**src/rtl/fetch_ctrl_pkg.sv**
```systemverilog
// Shared frontend fetch definitions: lane geometry, fetch FSM state encoding
// and a small popcount helper used for ibuffer occupancy accounting.
package fetch_ctrl_pkg;

    localparam int FETCH_LANES = 4;
    localparam int INST_W      = 32;
    localparam int FETCH_BYTES = 16;

    typedef enum logic [1:0] {
        ST_IDLE,
        ST_REQ,
        ST_WAIT,
        ST_DROP
    } fetch_state_t;

    function automatic logic [2:0] popcount4(input logic [FETCH_LANES-1:0] m);
        popcount4 = 3'(m[0]) + 3'(m[1]) + 3'(m[2]) + 3'(m[3]);
    endfunction

endpackage

```
**src/rtl/fetch_lane_mask.sv**
```systemverilog
// Per-packet lane valid mask and next fetch PC. Optional predicted-taken
// truncation is enabled by defining FETCH_BPU_TRUNCATE_EN.
module fetch_lane_mask
    import fetch_ctrl_pkg::*;
(
    input  logic [63:2]                   pc_word,
    input  logic [FETCH_LANES-1:0]        predict_taken,
    input  logic [FETCH_LANES*INST_W-1:0] predict_target,
    output logic [FETCH_LANES-1:0]        lane_mask,
    output logic [63:0]                   next_pc
);

`ifdef FETCH_BPU_TRUNCATE_EN
    localparam bit TRUNC_EN = 1'b1;
`else
    localparam bit TRUNC_EN = 1'b0;
`endif

    logic [FETCH_LANES-1:0] start_mask;
    logic [63:0]            seq_pc;
    logic                   taken_seen;

    always_comb begin
        start_mask = '0;
        for (int i = 0; i < FETCH_LANES; i++) begin
            start_mask[i] = (i >= int'(pc_word[3:2]));
        end
        seq_pc = {pc_word[63:4], 4'b0000} + 64'(FETCH_BYTES);
    end

    // NOTE: every variable assigned in always_comb gets a default first, so no path leaves it unassigned and no latch is inferred.
    always_comb begin
        lane_mask  = start_mask;
        next_pc    = seq_pc;
        taken_seen = 1'b0;
        if (TRUNC_EN) begin
            // Only lanes at or after the start lane may redirect the stream.
            for (int i = 0; i < FETCH_LANES; i++) begin
                if (taken_seen) begin
                    lane_mask[i] = 1'b0;
                end else if (start_mask[i] && predict_taken[i]) begin
                    taken_seen = 1'b1;
                    next_pc    = 64'(predict_target[i*INST_W +: INST_W]);
                end
            end
        end
    end

endmodule

```
**src/rtl/fetch_ctrl.sv**
```systemverilog
// Frontend fetch sequencer: one outstanding icache fetch, credit-paced by
// ibuffer occupancy, with redirect flush. Optional macro: FETCH_BPU_TRUNCATE_EN.
module fetch_ctrl
    import fetch_ctrl_pkg::*;
#(
    parameter int          IB_DEPTH = 16,
    parameter logic [63:0] RESET_PC = 64'h8000_0000
) (
    input  logic                          clock,
    input  logic                          reset_n,
    input  logic                          redirect_valid,
    input  logic [63:0]                   redirect_target,
    output logic                          fetch_req_valid,
    input  logic                          fetch_req_ready,
    output logic [63:0]                   fetch_req_pc,
    input  logic                          fetch_resp_valid,
    input  logic [FETCH_LANES*INST_W-1:0] fetch_resp_instr,
    input  logic [FETCH_LANES-1:0]        fetch_resp_predicttaken,
    input  logic [FETCH_LANES*INST_W-1:0] fetch_resp_predicttarget,
    output logic [FETCH_LANES*INST_W-1:0] ib_instr,
    output logic [FETCH_LANES-1:0]        ib_instr_valid,
    output logic [63:0]                   ib_pc,
    output logic [FETCH_LANES-1:0]        ib_predicttaken,
    output logic [FETCH_LANES*INST_W-1:0] ib_predicttarget,
    input  logic                          ibuffer_read_en,
    input  logic                          ibuffer_empty,
    input  logic                          mem_stall,
    output logic [$clog2(IB_DEPTH):0]     ib_occupancy
);

    localparam int OCC_W = $clog2(IB_DEPTH) + 1;

    fetch_state_t state_q, state_d;

    logic [63:0]                   pc_q, pc_d;
    logic [OCC_W-1:0]              occ_q, occ_d;
    logic [FETCH_LANES*INST_W-1:0] ib_instr_q, ib_instr_d;
    logic [FETCH_LANES-1:0]        ib_valid_q, ib_valid_d;
    logic [63:0]                   ib_pc_q, ib_pc_d;
    logic [FETCH_LANES-1:0]        ib_pt_q, ib_pt_d;
    logic [FETCH_LANES*INST_W-1:0] ib_ptgt_q, ib_ptgt_d;

    logic                   req_fire;
    logic                   pkt_load;
    logic                   pop_cnt;
    logic                   credit_ok;
    logic                   occ_underflow;
    logic [OCC_W-1:0]       occ_add;
    logic [FETCH_LANES-1:0] lane_mask;
    logic [63:0]            next_pc;

    fetch_lane_mask u_lane_mask (
        .pc_word        (pc_q[63:2]),
        .predict_taken  (fetch_resp_predicttaken),
        .predict_target (fetch_resp_predicttarget),
        .lane_mask      (lane_mask),
        .next_pc        (next_pc)
    );

    // NOTE: sequential state uses non-blocking assignments so every flop samples pre-edge values.
    always_ff @(posedge clock or negedge reset_n) begin
        if (!reset_n) begin
            state_q <= ST_IDLE;
        end else begin
            state_q <= state_d;
        end
    end

    assign credit_ok = (int'(occ_q) + FETCH_LANES) <= IB_DEPTH;

    always_comb begin
        state_d = state_q;
        if (redirect_valid) begin
            // A fired request or a DROP still waiting keeps one response in flight.
            unique case (state_q)
                ST_REQ:  state_d = req_fire ? ST_DROP : ST_IDLE;
                ST_WAIT: state_d = fetch_resp_valid ? ST_IDLE : ST_DROP;
                ST_DROP: state_d = fetch_resp_valid ? ST_IDLE : ST_DROP;
                default: state_d = ST_IDLE;
            endcase
        end else begin
            unique case (state_q)
                ST_IDLE: if (credit_ok)        state_d = ST_REQ;
                ST_REQ:  if (req_fire)         state_d = ST_WAIT;
                ST_WAIT: if (fetch_resp_valid) state_d = ST_IDLE;
                ST_DROP: if (fetch_resp_valid) state_d = ST_IDLE;
                default:                       state_d = ST_IDLE;
            endcase
        end
    end

    always_comb begin
        fetch_req_valid = (state_q == ST_REQ);
        fetch_req_pc    = fetch_req_valid ? pc_q : '0;
        req_fire        = fetch_req_valid && fetch_req_ready;
        pkt_load        = (state_q == ST_WAIT) && fetch_resp_valid && !redirect_valid;
    end

    // Occupancy counts instructions at the edge the packet is registered, so the
    // IDLE credit check never sees a stale count.
    always_comb begin
        pop_cnt       = ibuffer_read_en && !ibuffer_empty && !mem_stall;
        occ_add       = occ_q + (pkt_load ? OCC_W'(popcount4(lane_mask)) : '0);
        occ_underflow = pop_cnt && (occ_add == '0) && !redirect_valid;

        pc_d       = pc_q;
        occ_d      = occ_add;
        ib_valid_d = '0;
        ib_instr_d = ib_instr_q;
        ib_pc_d    = ib_pc_q;
        ib_pt_d    = ib_pt_q;
        ib_ptgt_d  = ib_ptgt_q;

        if (pop_cnt && !occ_underflow) begin
            occ_d = occ_add - 1'b1;
        end

        if (redirect_valid) begin
            pc_d  = redirect_target;
            occ_d = '0;
        end else if (pkt_load) begin
            pc_d       = next_pc;
            ib_valid_d = lane_mask;
            ib_instr_d = fetch_resp_instr;
            ib_pc_d    = pc_q;
            ib_pt_d    = fetch_resp_predicttaken;
            ib_ptgt_d  = fetch_resp_predicttarget;
        end
    end

    always_ff @(posedge clock or negedge reset_n) begin
        if (!reset_n) begin
            pc_q       <= RESET_PC;
            occ_q      <= '0;
            ib_instr_q <= '0;
            ib_valid_q <= '0;
            ib_pc_q    <= '0;
            ib_pt_q    <= '0;
            ib_ptgt_q  <= '0;
        end else begin
            pc_q       <= pc_d;
            occ_q      <= occ_d;
            ib_instr_q <= ib_instr_d;
            ib_valid_q <= ib_valid_d;
            ib_pc_q    <= ib_pc_d;
            ib_pt_q    <= ib_pt_d;
            ib_ptgt_q  <= ib_ptgt_d;
        end
    end

    assign ib_instr         = ib_instr_q;
    assign ib_instr_valid   = ib_valid_q;
    assign ib_pc            = ib_pc_q;
    assign ib_predicttaken  = ib_pt_q;
    assign ib_predicttarget = ib_ptgt_q;
    assign ib_occupancy     = occ_q;

    a_no_underflow: assert property (@(posedge clock) disable iff (!reset_n)
        !occ_underflow);

    a_resp_expected: assert property (@(posedge clock) disable iff (!reset_n)
        fetch_resp_valid |-> (state_q == ST_WAIT || state_q == ST_DROP));

endmodule
```
**config.mk**
```make
export PLATFORM = sky130hd
export DESIGN_NAME = fetch_ctrl
export DESIGN_NICKNAME = d
export VERILOG_FILES = /design/src/rtl/fetch_ctrl_pkg.sv /design/src/rtl/fetch_lane_mask.sv /design/src/rtl/fetch_ctrl.sv
export SDC_FILE = /design/constraint.sdc
export NUM_CORES = 1
export LEC_CHECK = 0
export ABC_AREA = 0
export CORE_AREA = 2 2 284 286
export DETAILED_ROUTE_END_ITERATION = 8
export DIE_AREA = 0 0 286 288
export HOLD_SLACK_MARGIN = 0.03
export MAX_ROUTING_LAYER = met4
export PLACE_DENSITY = 0.55
export SLEW_MARGIN = 10
export SYNTH_ARGS = -nofsm -noshare
export SYNTH_HDL_FRONTEND = slang
export SYNTH_SLANG_ARGS = --single-unit
export TNS_END_PERCENT = 5
```
**constraint.sdc**
```tcl
create_clock -name clock -period 3.9 [get_ports clock]
set_input_delay 0.78 -clock clock [delete_from_list [all_inputs] [get_ports clock]]
set_output_delay 0.78 -clock clock [all_outputs]
set_load 0.02 [all_outputs]
```
After elaboration in Yosys (flattened, before gate mapping)
Index checks and enable logic that the tools add are counted.
{"block": "word_totals", "ff_bits": 399, "input_bits": 332}
{"block": "classes", "add_sub_neg": 7, "n_lt_le_gt_ge": 4, "eq_ne": 6, "mux": 16, "n_bitwise": 1, "n_reduce_logical": 18}
{"op": "2-to-1 mux 64 bit", "count": 3}
{"op": "adder 64 x 5 -> 64 bit (second input constant)", "count": 1}
{"op": "2-to-1 mux 2 bit", "count": 6}
{"op": "2-to-1 mux 5 bit", "count": 2}
{"op": "logical AND 1 bit", "count": 8}
{"op": "2-to-1 mux 4 bit", "count": 2}
{"op": "adder 5 x 3 -> 6 bit (second input constant)", "count": 1}
{"op": "less-or-equal comparator 6 x 5 -> 1 bit (second input constant)", "count": 1}
{"op": "case mux 2 bit (3 select lines)", "count": 1}
{"op": "adder 5 x 3 -> 5 bit", "count": 1}
{"op": "logical NOT 5 bit", "count": 1}
{"op": "subtractor 5 x 1 -> 5 bit (second input constant)", "count": 1}
{"op": "equality test 2 bit (second input constant)", "count": 2}
{"op": ">= comparator 1 x 2 -> 1 bit (first input constant)", "count": 2}
{"op": "logical NOT 1 bit", "count": 4}
{"op": "case mux 2 bit (2 select lines)", "count": 1}
{"op": "adder 2 x 1 -> 3 bit", "count": 1}
{"op": "adder 3 x 1 -> 3 bit (second input constant)", "count": 1}
{"op": "2-to-1 mux 3 bit", "count": 1}
{"op": "!= test 3 x 1 -> 1 bit (second input constant)", "count": 1}
{"op": "!= test 3 x 2 -> 1 bit (second input constant)", "count": 1}
{"op": "!= test 3 bit (second input constant)", "count": 1}
{"op": "AND reduction 3 bit", "count": 1}
{"op": "adder 1 x 1 -> 2 bit", "count": 1}
{"op": "7 further kinds", "count": 7}

Depth between registers and ports, before layout
{"block": "depth", "depth_word": 13, "ltp_mapped": 13, "mapped_depth_nobuf": 12}

Modules after synthesis
Synthesis repeated with hierarchy kept, for this count alone.
{"block": "hier_totals", "hier_cells": 1335, "hier_area_um2": 17614.4}
{"module": "fetch_ctrl", "instances": 1, "cells_each": 1111, "area_each_um2": 16160.5}
{"module": "fetch_lane_mask", "instances": 1, "cells_each": 224, "area_each_um2": 1453.9}

Worst setup path before layout
OpenSTA, ideal clock, no wires.
{"block": "synth_path", "path_type": "input port to flip-flop", "from": "input port fetch_resp_valid", "to": "register occ_q[3], in the netlist ib_occupancy[3]", "setup_time_ns": 0.120, "arrival_ns": 3.483, "setup_slack_ns": 0.297, "path_stages": 13, "n_path_buf": 3, "path_cell_list": "and3b_1 clkbuf_1 nand2_1 clkbuf_1 clkbuf_1 nor2_1 ha_1 fa_1 a21o_1 a32oi_1 o211ai_1 nor4bb_1 a31o_2"}
{"block": "synth_between", "elab_chain_cells": 11, "elab_cells_between_ends": 12}
{"item": "from (decl)", "line_no": "fetch_ctrl.sv:16", "rtl": "input logic fetch_resp_valid,"}
{"item": "logical AND 1 bit (*) (2 in series)", "line_no": "fetch_ctrl.sv:96", "rtl": "pkt_load = (state_q == ST_WAIT) && fetch_resp_valid && !redirect_valid;"}
{"item": "2-to-1 mux 3 bit (*)", "line_no": "fetch_ctrl.sv:103", "rtl": "occ_add = occ_q + (pkt_load ? OCC_W'(popcount4(lane_mask)) : '0);"}
{"item": "adder 5 x 3 -> 5 bit (*)", "line_no": "fetch_ctrl.sv:103"}
{"item": "parallel branches: the longest is 5 deep, another holds subtractor 5 x 1 -> 5 bit"}
{"item": "2-to-1 mux 5 bit (*)", "line_no": "fetch_ctrl.sv:114", "rtl": "if (pop_cnt && !occ_underflow) begin"}
{"item": "2-to-1 mux 5 bit (*)", "line_no": "fetch_ctrl.sv:118", "rtl": "if (redirect_valid) begin"}
{"item": "via occ_d[3]", "line_no": "fetch_ctrl.sv:36", "rtl": "logic [OCC_W-1:0] occ_q, occ_d;"}
{"item": "to (signal assigned)", "line_no": "fetch_ctrl.sv:134", "rtl": "occ_q <= '0;"}
{"item": "to (signal assigned)", "line_no": "fetch_ctrl.sv:142", "rtl": "occ_q <= occ_d;"}
{"item": "to (decl)", "line_no": "fetch_ctrl.sv:36"}
Mark *: on every way through the listed nets, which the timed path passes.
A chain may end at the register's enable or synchronous reset.

Worst setup path after layout
{"block": "layout_path", "from": "register state_q[0]", "to": "output port fetch_req_pc[61]"}
{"block": "layout_between", "elab_chain_cells": 2}
{"item": "from (decl)", "line_no": "fetch_ctrl.sv:33", "rtl": "fetch_state_t state_q, state_d;"}
{"item": "from (signal assigned)", "line_no": "fetch_ctrl.sv:65", "rtl": "state_q <= state_d;"}
{"item": "equality test 2 x 1 -> 1 bit", "line_no": "fetch_ctrl.sv:93", "rtl": "fetch_req_valid = (state_q == ST_REQ);"}
{"item": "2-to-1 mux 64 bit", "line_no": "fetch_ctrl.sv:94", "rtl": "fetch_req_pc = fetch_req_valid ? pc_q : '0;"}
{"item": "to (decl)", "line_no": "fetch_ctrl.sv:15", "rtl": "output logic [63:0] fetch_req_pc,"}
No other way between the ends.

==> results.toml <==
[outcome]
status = "completed"

[cts]
clk_pin_slew_ns = 0.06
numCtsBuffers = 49
h-tree-depth = 2
hold_buffers = 0
cts_root_buf = "clkbuf_16"
cts_sinks = 399
postCtsSetupRepairBufs = 0
cts_resized = 0
insertion_delay_ns = 0.58
cts_tree = "done"
cts_buffer_depth = 3

[power_and_ir_drop]
ir_worst_vdd_v = 0.000430
power_density_mw_per_mm2 = 732
power_leakage_nw = 12.8

[timing]
final_max_slew_viol_count = 0
setup_tns_ns = 0
skew_ns = 0.0210
holdWs_ns = 0.196
final_hold_viol_count = 0
timing.fmax_mhz = 291
setup_violations = 0
slew_headroom_pct = 34.2
period_minus_slack_ns = 3.43
min_period_over_period_pct = 88.1
tightest_slew_ns = 0.987
rsz0062_at_grt = "no"

[die]
die_area_mm2 = 0.0824
ioPinCount = 730
start_util_pct = 21.6
die_x_um = 286
std_cell_rows = 104
die_h_um = 288
core_region_area_mm2 = 0.0796

[worst_setup_path]
endpoint_kind = "output pin"
critPathLaunchType = "register"
worstSetupPathType = "reg -> out"
crit_arrival_ns = 2.65
cp_max_fo = 56
critPathRequiredTime_ns = 3.12
reg2reg_setup_slack_ns = 0.92

[detailed_routing]
ant_nets = 0
viasPerCell = 4.20
vias = 16100
drc = 0
wl_um = 71800
drt_iter0_markers = 928
avgRoutedWirePerCell_um = 18.8
dr.pass1.iters = 5

[global_route]
grt_pass1_vias = 15500
grt_pass1_wl_um = 104000
grt_use_total_pct = 17.1
grt_max_degree = 185
antenna_found_initial = 16
gr-total-overflow = 0

[yosys]
async_reset_ff_share_pct = 100
syn_area_mm2 = 0.0172
postSynthAreaPerCell_um2 = 8.62
synth_common_cells = "1046 x nand2_1, 398 x dfrtp_1, 106 x clkbuf_1"
synth.distinct_cells = 51
yosys_register_bits = 399
yosysTopAreaCell = "dfrtp_1"
synthFlopType = "dfrtp_1"
netlist_instances = 1998
syn_nets = 2340
synth.area.top_cells = "dfrtp_1 58%, nand2_1 23%, and2_1 2.4%"
ys_seq_area_share_pct = 58.0
yosysWarnings = 0
yosysMostFrequentCell = "nand2_1"
netlist.area_leader.share_pct = 57.8
synth-edff-count = 0

[placed_design]
post_dp_cell_area_mm2 = 0.0259
dp_cells = 3719
place_hpwl_um = 53800
gp_congestion = 0.843
portBuffers = 729

[layout]
multi_input_area_mm2 = 0.00677
final_cells = 3824
nets = 3052
nFillCells = 8304
stdcell_area_mm2 = 0.0277
drive_above_1_share_pct = 5.24
seqCellArea_mm2 = 0.00999
syn2layout_area_growth_pct = 60.6

[worst_hold_path]
worstHoldPathType = "in -> async"

[job]
max_cap_violations = 0
## critical path, cell delays in order, from the launching register on
cell and delay [ns]:
dfrtp_1 0.49, nor2b_4 0.39, buf_12 0.26, and2_1 0.18
clkdlybuf4s50_1 0.65
## kinds of logic (layout without fill, tap and decap cells)
group	Yosys count	in the layout	share of synthesized area, %
and+or+nand+nor	1322	1322	32.6
DFF	399	399	58.0
buffers and inverters	128	876	2.80
AOI/OAI and AO/OA	95	95	3.52
xor gates and xnor gates	33	33	1.68
muxes	11	11	0.639
adders and majority gates	10	10	0.770
other	0	18	0
## cell type report
| class | count | area share [%] |
|---|---|---|
| flip-flops and latches | 399 | 36.1 |
| clock inverters | 16 | 0.719 |
| diodes | 18 | 0.163 |
| well taps | 1060 | 4.79 |
| repair buffers | 776 | 28.2 |
| inverters | 13 | 0.204 |
| clock buffers | 71 | 5.35 |
| multi-input cells | 1471 | 24.5 |
## where the power goes
group	switching (mW)	internal (mW)	total, mW
registers	0.960	5.72	6.68
logic	4.81	4.00	8.81
clock network	1.87	2.88	4.75
total	7.64	12.6	20.2
## cells in the final DEF (no fill, tap or decap), types with 10 or more instances in the layout
cell,n
mux2i_1,11
clkbuf_16,49
clkbuf_8,17
xnor2_1,23
and3_1,17
nand2_1,1045
clkdlybuf4s50_1,727
nand3_1,36
buf_4,36
or4_1,11
and2_1,65
nand4_1,21
xor2_1,10
nor2_1,27
nor4_1,18
nor3_1,24
o21ai_0,44
nor2b_1,16
inv_1,12
buf_12,12
a22oi_1,10
dfrtp_1,398
diode_2,18
## layer usage
metal	GRT usage (%)	up-vias	part of all wire (%)	wire (µm)
met5	-	-	0	0
met4	4.21	0	2.1	1520
met3	5.22	85	8.3	5960
met2	27.0	537	47	33700
met1	21.3	7618	43	30600
li1	-	7821	-	-
## sequential cells by signal, indices dropped and copies added, names as in the netlist
register          flops
ib_instr            128
ib_predicttarget    128
ib_pc                64
pc_q                 64
ib_occupancy          5
ib_instr_valid        4
ib_predicttaken       4
state_q               2
## through the flow
step | setup slack, ns | util, % | total power [mW]
6_report | 0.466 | 34.7 | 20.2
5_1_grt | 0.311 | 34.7 | 21.4
4_1_cts | 0.399 | 34.7 | 20.5
3_5_place_dp | 0.212 | 32.6 | 15.6
3_3_place_gp | 0.334 | 32.6 | 15.6
2_1_floorplan | 0.297 | - | 10.6
## final timing paths
| check | start | end | cells past startpoint |
|---|---|---|---|
| min reg2reg | ib_predicttarget[3]$_DFFE_PN0P_ | ib_predicttarget[3]$_DFFE_PN0P_ | 2 |
| max in group asynchronous | reset_n | ib_instr[54]$_DFFE_PN0P_ | 3 |
| max | state_q[0]$_DFFE_PN0P_ | fetch_req_pc[61] | 4 |
| min | reset_n | ib_predicttarget[69]$_DFFE_PN0P_ | 1 |
| min in group clock | ib_predicttarget[3]$_DFFE_PN0P_ | ib_predicttarget[3]$_DFFE_PN0P_ | 2 |
| max reg2reg | state_q[1]$_DFFE_PN0P_ | ib_occupancy[3]$_DFF_PN0_ | 8 |
Note: power is estimated with default switching activity, not from simulation.
